===== config.mk =====
export PLATFORM = sky130hd
export DESIGN_NAME = dmem_arbiter
export DESIGN_NICKNAME = d
export VERILOG_FILES = /design/src/rtl/dmem_arbiter.sv
export SDC_FILE = /design/constraint.sdc
export NUM_CORES = 1
export LEC_CHECK = 0
export ABC_AREA = 1
export CORE_ASPECT_RATIO = 2
export CORE_MARGIN = 2
export CORE_UTILIZATION = 25
export CTS_CLUSTER_DIAMETER = 30
export DETAILED_ROUTE_END_ITERATION = 7
export GPL_TIMING_DRIVEN = 0
export PLACE_DENSITY_LB_ADDON = 0.2
export SLEW_MARGIN = 0
export SYNTH_ARGS = -nofsm -noshare
export SYNTH_HDL_FRONTEND = slang
export SYNTH_SLANG_ARGS = --single-unit
export TNS_END_PERCENT = 100

===== constraint.sdc =====
create_clock -name clk -period 1.2 [get_ports clk]
set_input_delay 0.12 -clock clk [delete_from_list [all_inputs] [get_ports clk]]
set_output_delay 0.12 -clock clk [all_outputs]
set_load 0.05 [all_outputs]

===== src/rtl/dmem_arbiter.sv =====
// Data-memory arbiter: shares one synchronous memory port between the CPU
// and a device. The CPU normally has priority; a starvation counter forces
// a device grant after STARVE_LIMIT consecutive denied device cycles.
// Read data is routed back to the requester using a one-cycle owner tag.
module dmem_arbiter #(
    parameter int ADDR_WIDTH   = 16,
    parameter int STARVE_LIMIT = 8
) (
    input  logic                  clk,
    input  logic                  rst,
    // CPU side
    input  logic                  cpu_ren,
    input  logic                  cpu_wen,
    input  logic                  cpu_byt,
    input  logic [ADDR_WIDTH-1:0] cpu_addr,
    input  logic [15:0]           cpu_wdata,
    output logic [15:0]           cpu_rdata,
    output logic                  cpu_stall,
    // Device side
    input  logic                  dev_req,
    input  logic                  dev_we,
    input  logic                  dev_byt,
    input  logic [ADDR_WIDTH-1:0] dev_addr,
    input  logic [15:0]           dev_wdata,
    output logic                  dev_gnt,
    output logic                  dev_rvalid,
    output logic [15:0]           dev_rdata,
    // Memory side
    output logic                  mem_ren,
    output logic                  mem_wen,
    output logic                  mem_byt,
    output logic [ADDR_WIDTH-1:0] mem_addr,
    output logic [15:0]           mem_wdata,
    input  logic [15:0]           mem_rdata
);

    // Starvation threshold in the counter's own width.
    localparam logic [7:0] LIMIT = 8'(STARVE_LIMIT);

    // Source of the read issued in the previous cycle.
    typedef enum logic [1:0] {
        TAG_NONE = 2'd0,
        TAG_CPU  = 2'd1,
        TAG_DEV  = 2'd2
    } tag_t;

    logic [7:0] r_starve_cnt;
    tag_t       r_rd_tag;

    logic w_cpu_active;
    logic w_forced;
    logic w_dev_gnt;
    logic w_cpu_issue;
    logic w_cpu_read;
    logic w_dev_read;

    // A CPU write wins over a simultaneous CPU read request.
    assign w_cpu_active = cpu_ren | cpu_wen;
    assign w_forced     = dev_req && (r_starve_cnt == LIMIT);
    assign w_dev_gnt    = dev_req && (w_forced || !w_cpu_active);
    assign w_cpu_issue  = w_cpu_active && !w_forced;
    assign w_cpu_read   = w_cpu_issue && cpu_ren && !cpu_wen;
    assign w_dev_read   = w_dev_gnt && !dev_we;

    assign dev_gnt   = w_dev_gnt;
    assign cpu_stall = w_forced && w_cpu_active;

    // Memory port mux: the owner's signals, or all zeros when idle.
    always_comb begin
        mem_ren   = 1'b0;
        mem_wen   = 1'b0;
        mem_byt   = 1'b0;
        mem_addr  = '0;
        mem_wdata = 16'h0000;
        if (w_cpu_issue) begin
            mem_ren   = cpu_ren & ~cpu_wen;
            mem_wen   = cpu_wen;
            mem_byt   = cpu_byt;
            mem_addr  = cpu_addr;
            mem_wdata = cpu_wdata;
        end else if (w_dev_gnt) begin
            mem_ren   = ~dev_we;
            mem_wen   = dev_we;
            mem_byt   = dev_byt;
            mem_addr  = dev_addr;
            mem_wdata = dev_wdata;
        end
    end

    // Count consecutive denied device cycles, saturating at the limit.
    always_ff @(posedge clk or posedge rst) begin
        if (rst) begin
            r_starve_cnt <= 8'd0;
        end else if (!dev_req || w_dev_gnt) begin
            r_starve_cnt <= 8'd0;
        end else if (r_starve_cnt != LIMIT) begin
            r_starve_cnt <= r_starve_cnt + 8'd1;
        end
    end

    // Remember who issued this cycle's read so next-cycle data is routed.
    always_ff @(posedge clk or posedge rst) begin
        if (rst) begin
            r_rd_tag <= TAG_NONE;
        end else if (w_cpu_read) begin
            r_rd_tag <= TAG_CPU;
        end else if (w_dev_read) begin
            r_rd_tag <= TAG_DEV;
        end else begin
            r_rd_tag <= TAG_NONE;
        end
    end

    // Read data is returned only to the port that owns the pending read.
    always_comb begin
        dev_rvalid = (r_rd_tag == TAG_DEV);
        dev_rdata  = (r_rd_tag == TAG_DEV) ? mem_rdata : 16'h0000;
        cpu_rdata  = (r_rd_tag == TAG_CPU) ? mem_rdata : 16'h0000;
    end

endmodule


After elaboration in Yosys (flattened, before gate mapping)
Cells that the tools add are included.

Add/sub/neg operators: 1. Multiply operators: 0. Div/mod/pow operators: 0. $lt $le $gt $ge: 0. Equality and inequality tests: 4. Shift operators: 0. Mux-type cells: 16. Bitwise logic cells: 4. Reductions and logical operators: 15.

Operator list (count): $mux W16 (6); $mux W8 (2); $add A8 B1 Y8 const B (1); $eq A8 B4 Y1 const B (1); $ne A8 B4 Y1 const B (1); $logic_and A1 B1 Y1 (7); $mux W1 (6); $logic_not A1 Y1 (5); $mux W2 (2); $eq A2 B1 Y1 const B (1); $eq A2 B2 Y1 const B (1); $logic_or A1 B1 Y1 (2); $not A1 Y1 (2); $reduce_bool A2 Y1 (1); $and A1 B1 Y1 (1); $or A1 B1 Y1 (1).

Register bits: 10. Latch bits: 0. Bits in writable memories: 0. ROM bits: 0. Output and inout bits: 70. Memories kept: 0.

Logic depth before layout (Yosys ltp)
Word-level depth: 7. Depth in mapped cells: 9. Mapped depth without buffers: 8.

Worst setup path before layout
Ideal clock, no wire load.

Path type: register to output. From: reg r_rd_tag[0]. To: out dev_rdata[10]. Arrival: 2.218 ns. Data required time: 1.080 ns. Slack: -1.138 ns. Cell stages (with the launch flop): 5. Cell sequence: dfrtp_1 > nor2_1 > inv_1 > clkbuf_1 > nor2_1.

Word-level cells in the longest chain between the ends: 2.

Ends and longest elaborated chain: from (decl) (RTL line 48) `tag_t r_rd_tag;`; from (signal assigned) (RTL line 104) `r_rd_tag <= TAG_NONE;`; from (signal assigned) (RTL line 106) `r_rd_tag <= TAG_CPU;`; from (signal assigned) (RTL line 108) `r_rd_tag <= TAG_DEV;`; $eq A2 B2 Y1; via dev_rvalid (RTL line 26) `output logic dev_rvalid,`; $mux W16 (RTL line 117) `dev_rdata = (r_rd_tag == TAG_DEV) ? mem_rdata : 16'h0000;`; to (decl) (RTL line 27) `output logic [15:0] dev_rdata,`.

The timed path passes the listed nets, and every way through them passes these cells.

Final worst setup path
From: reg r_starve_cnt[0]. To: out mem_addr[15].

Word-level cells in the longest chain between the ends: 6. Elaborated cells between the ends (all ways): 8.

Ends and longest elaborated chain: from (decl) (RTL line 47) `logic [7:0] r_starve_cnt;`; from (signal assigned) (RTL line 97) `r_starve_cnt <= r_starve_cnt + 8'd1;`; $eq A8 B4 Y1 * (RTL line 59) `assign w_forced = dev_req && (r_starve_cnt == LIMIT);`; $logic_and A1 B1 Y1 * (RTL line 59); $logic_or A1 B1 Y1 (RTL line 60) `assign w_dev_gnt = dev_req && (w_forced || !w_cpu_active);`; $logic_and A1 B1 Y1 (RTL line 60); $mux W16 (RTL line 81) `end else if (w_dev_gnt) begin`; $mux W16 * (RTL line 75) `if (w_cpu_issue) begin`; to (decl) (RTL line 32) `output logic [ADDR_WIDTH-1:0] mem_addr,`.

Every way passes the cells marked *; elsewhere a longest branch is shown, timed or not.

==> flow_summary_export.csv <==
group,metric,value,unit
status,status,"finished with violations",
status,violations,"setup timing",
placement,dp.cells,462,
pwr,power.switching,1121,uW
clock_network,cts_tree,"done",
global_routing,grt_pass1_wl,11340,um
global_routing,overflow,0,
yosys,synth_top_cell_by_area,"nand3_1",
global_routing,grt_usage,21.94,%
global_routing,grt_pass1_vias,2393,
die,die_y,110.4,um
yosys,synth_nets,335,
worst_hold_path,hold_path.class,"input pin to async pin",
final_layout,multi_input_area,1803,um^2
yosys,ys_ff_latch,10,
placement,io_buffers,157,
pwr,powerDensity,540.9,nW/um^2
worst_setup_path,startpoint,"r_starve_cnt[0]$_DFFE_PP0P_",
worst_setup_path,endpoint,"mem_addr[15]",
worst_setup_path,crit_fanout,5,
timing,hold_viol,0,
pwr,power_frac_clock,13.0,%
clock_network,cts_root_buf,"clkbuf_8",
yosys,synthArstFlopShare,100.0,%
timing,layout_setup_ws,-724.7,ps
worst_setup_path,r2r_cells,9,
timing,finalClockSkew,1.110,ps
pwr,p_leak,0.002075,uW
placement,pre_cts_slack,-1470,ps
yosys,synth_area,1416,um^2
yosys,synth_ff_type,"dfrtp_1",
clock_network,clkSlewWorstSetupHoldPaths,50,ps
worst_setup_path,critPathLaunchType,"register",
final_layout,area_delta_synth_final,232.4,%
die,ios,158,
yosys,synth_edf_count,0,
die,rows,38,
yosys,avgSynthCellArea,5.781,um^2
pwr,p_int,1426,uW
global_routing,antenna_found_initial,0,
placement,place.gp.congestion,0.7662,
timing,setup_viol,79,
timing,max_slew_margin,72.41,%
timing,slew_violations,0,
timing,finalCritPeriodShare,160.4,%
worst_setup_path,rr_startpoint,"r_starve_cnt[0]$_DFFE_PP0P_",
die,die_x,57.23,um
timing,rsz0062_at_grt,"yes",
clock_network,max-clock-path-buffers,2,
routing,dr.pass1.iters,4,
worst_setup_path,cp-end-kind,"primary output",
routing,wl_per_cell,17.05,um
yosys,synth_warnings,0,
timing,period_needed,1925,ps
final_layout,post_layout_nonfiller_instances,496,
yosys,synthCells,245,
yosys,synth_area_leaders,"nand3_1 23%, dfrtp_1 18%, nand2_1 14%",
die,initial_core_util,25.90,%
final_layout,nets,528,
yosys,ys_seq_area_share,17.67,%
worst_setup_path,critPathRequiredTime,1080,ps
final_layout,register_area,250.2,um^2
job,cap_violations,0,
timing,worst_pin_slew,413.4,ps
timing,fmax,519.6,MHz
placement,hpwl,5140,um
routing,vias_per_cell,4.913,
global_routing,grt_start_max_net_pins,11,
die,core-area,5468,um^2
routing,drtIter0Drc,76,
yosys,synth_top_area_share,22.97,%
routing,drtAntennaViolNets,0,
final_layout,antennaDiodeCount,0,
routing,vias,2437,
worst_setup_path,reg2reg_slack,-240,ps
pwr,finalPower,2547,uW
die,dieArea,6320,um^2
clock_network,clkLatencyLatePin,230,ps
yosys,synth_cell_types,22,
final_layout,drive_gt1_share,56.88,%
clock_network,clock_sinks,10,
clock_network,h-tree-depth,1,
worst_setup_path,r2r-end,"r_starve_cnt[5]$_DFFE_PP0P_",
worst_setup_path,critPathArrivalTime,1800,ps
pwr,irDropWorstVdd,0.0004243,V
routing,drt_wl_total,8459,um
pwr,netSwitchingFraction,44.02,%
clock_network,cts-buffers-inserted,3,
pwr,p_comb_share,73.1,%
worst_setup_path,critPathKind,"register to primary output",
routing,remaining_drc_errors,0,
pwr,power_frac_seq,13.9,%
final_layout,fill_cells,283,
## metal layers
metal	up-vias	GRT usage, %	routed length, um
met1	1147	22.08	2515
li1	1152	-	-
met2	124	43.98	5172
met3	14	3.630	540
met4	0	5.116	230
met5	-	0	0
## cells in the mapped netlist, types with 5 or more instances
cell type	number
clkbuf_1	5
nand3_2	8
buf_6	5
nand2_1	52
dfrtp_1	10
nand3_1	65
inv_1	35
nor2_1	45
## cells by family after synthesis
kind of cell	count (synthesis)	share of synthesized area, %
AO/OA/AOI/OAI	2	0.9715
flip-flops	10	17.67
buffers and inverters	53	20.05
AND/OR/NAND/NOR	175	57.69
XOR/XNOR	3	1.855
adder cells (fa/ha/maj)	2	1.767
## layout make-up
class / instances / share of cell area, %
tap: 60 / 1.594
inverter: 37 / 3.136
multi-input combinational: 183 / 38.29
timing repair buffer: 188 / 46.72
clock buffer: 3 / 0.8770
sequential: 10 / 5.315
buffer: 15 / 4.066
## metrics by stage
step	instance area (um^2)	TNS (ps)	hold slack [ps]	utilization, %
final	4708	-35790	195.6	86.11
after global routing	4708	-42420	254.7	86.11
after CTS	4248	-31180	190.9	77.69
after detailed placement	3797	-69350	427.3	69.45
after global placement	3797	-68350	415.6	69.45
after floorplan	2151	-12250	-39.82	-
## worst min path at each step
stage	cells after the start	end	start	slack, ps
floorplan	1	r_rd_tag[0]$_DFF_PP0_	rst	-40
global placement	2	r_starve_cnt[5]$_DFFE_PP0P_	rst	420
detailed placement	2	r_starve_cnt[5]$_DFFE_PP0P_	rst	430
CTS	2	r_starve_cnt[5]$_DFFE_PP0P_	rst	190
global route	2	r_starve_cnt[4]$_DFFE_PP0P_	rst	250
finish	2	r_starve_cnt[5]$_DFFE_PP0P_	rst	200
## power by group through the flow
stage               clock (uW)  sequential (uW)  combinational [uW]
CTS                        341              353                1670
finish                     331              354                1860
global route               344              355                1940
global placement             0              360                1490
floorplan                    0              359                 918
detailed placement           0              360                1500
## critical path, stage by stage, from the launching register on
cell     delay [ps]
dfrtp_1         380
inv_1            60
ha_1            140
nand2_1          50
nor2_1          100
nand2_2         130
nand2_4         170
buf_4           140
buf_4           100
nand3_2          80
nand2_4          80
buf_8           140
## registers in the layout (all words and copies together) (netlist names)
| name | cells |
|---|---|
| r_rd_tag | 2 |
| r_starve_cnt | 8 |
## timing repair
action	4_1_cts	5_1_grt
setup endpoints to repair	80	80
cloned	3	0
hold buffers	0	0
gates resized for setup	535	83
pin swaps	3	13
setup buffers	11	20
## cells in the final DEF (no fill, tap or decap), types with 2 or more instances in the layout
master,count
nor2_2,2
ha_1,2
buf_12,10
buf_6,41
nand3_2,30
clkbuf_2,3
clkdlybuf4s50_1,87
nand3_4,16
inv_2,3
buf_8,46
nand3_1,28
clkbuf_8,3
buf_4,13
clkbuf_16,2
inv_1,32
dfrtp_1,10
nand2_1,14
nand2_8,7
xor2_1,2
nor2_1,10
nand2_4,34
nor2_4,33
No activity file was read; power rests on OpenSTA's default activity.
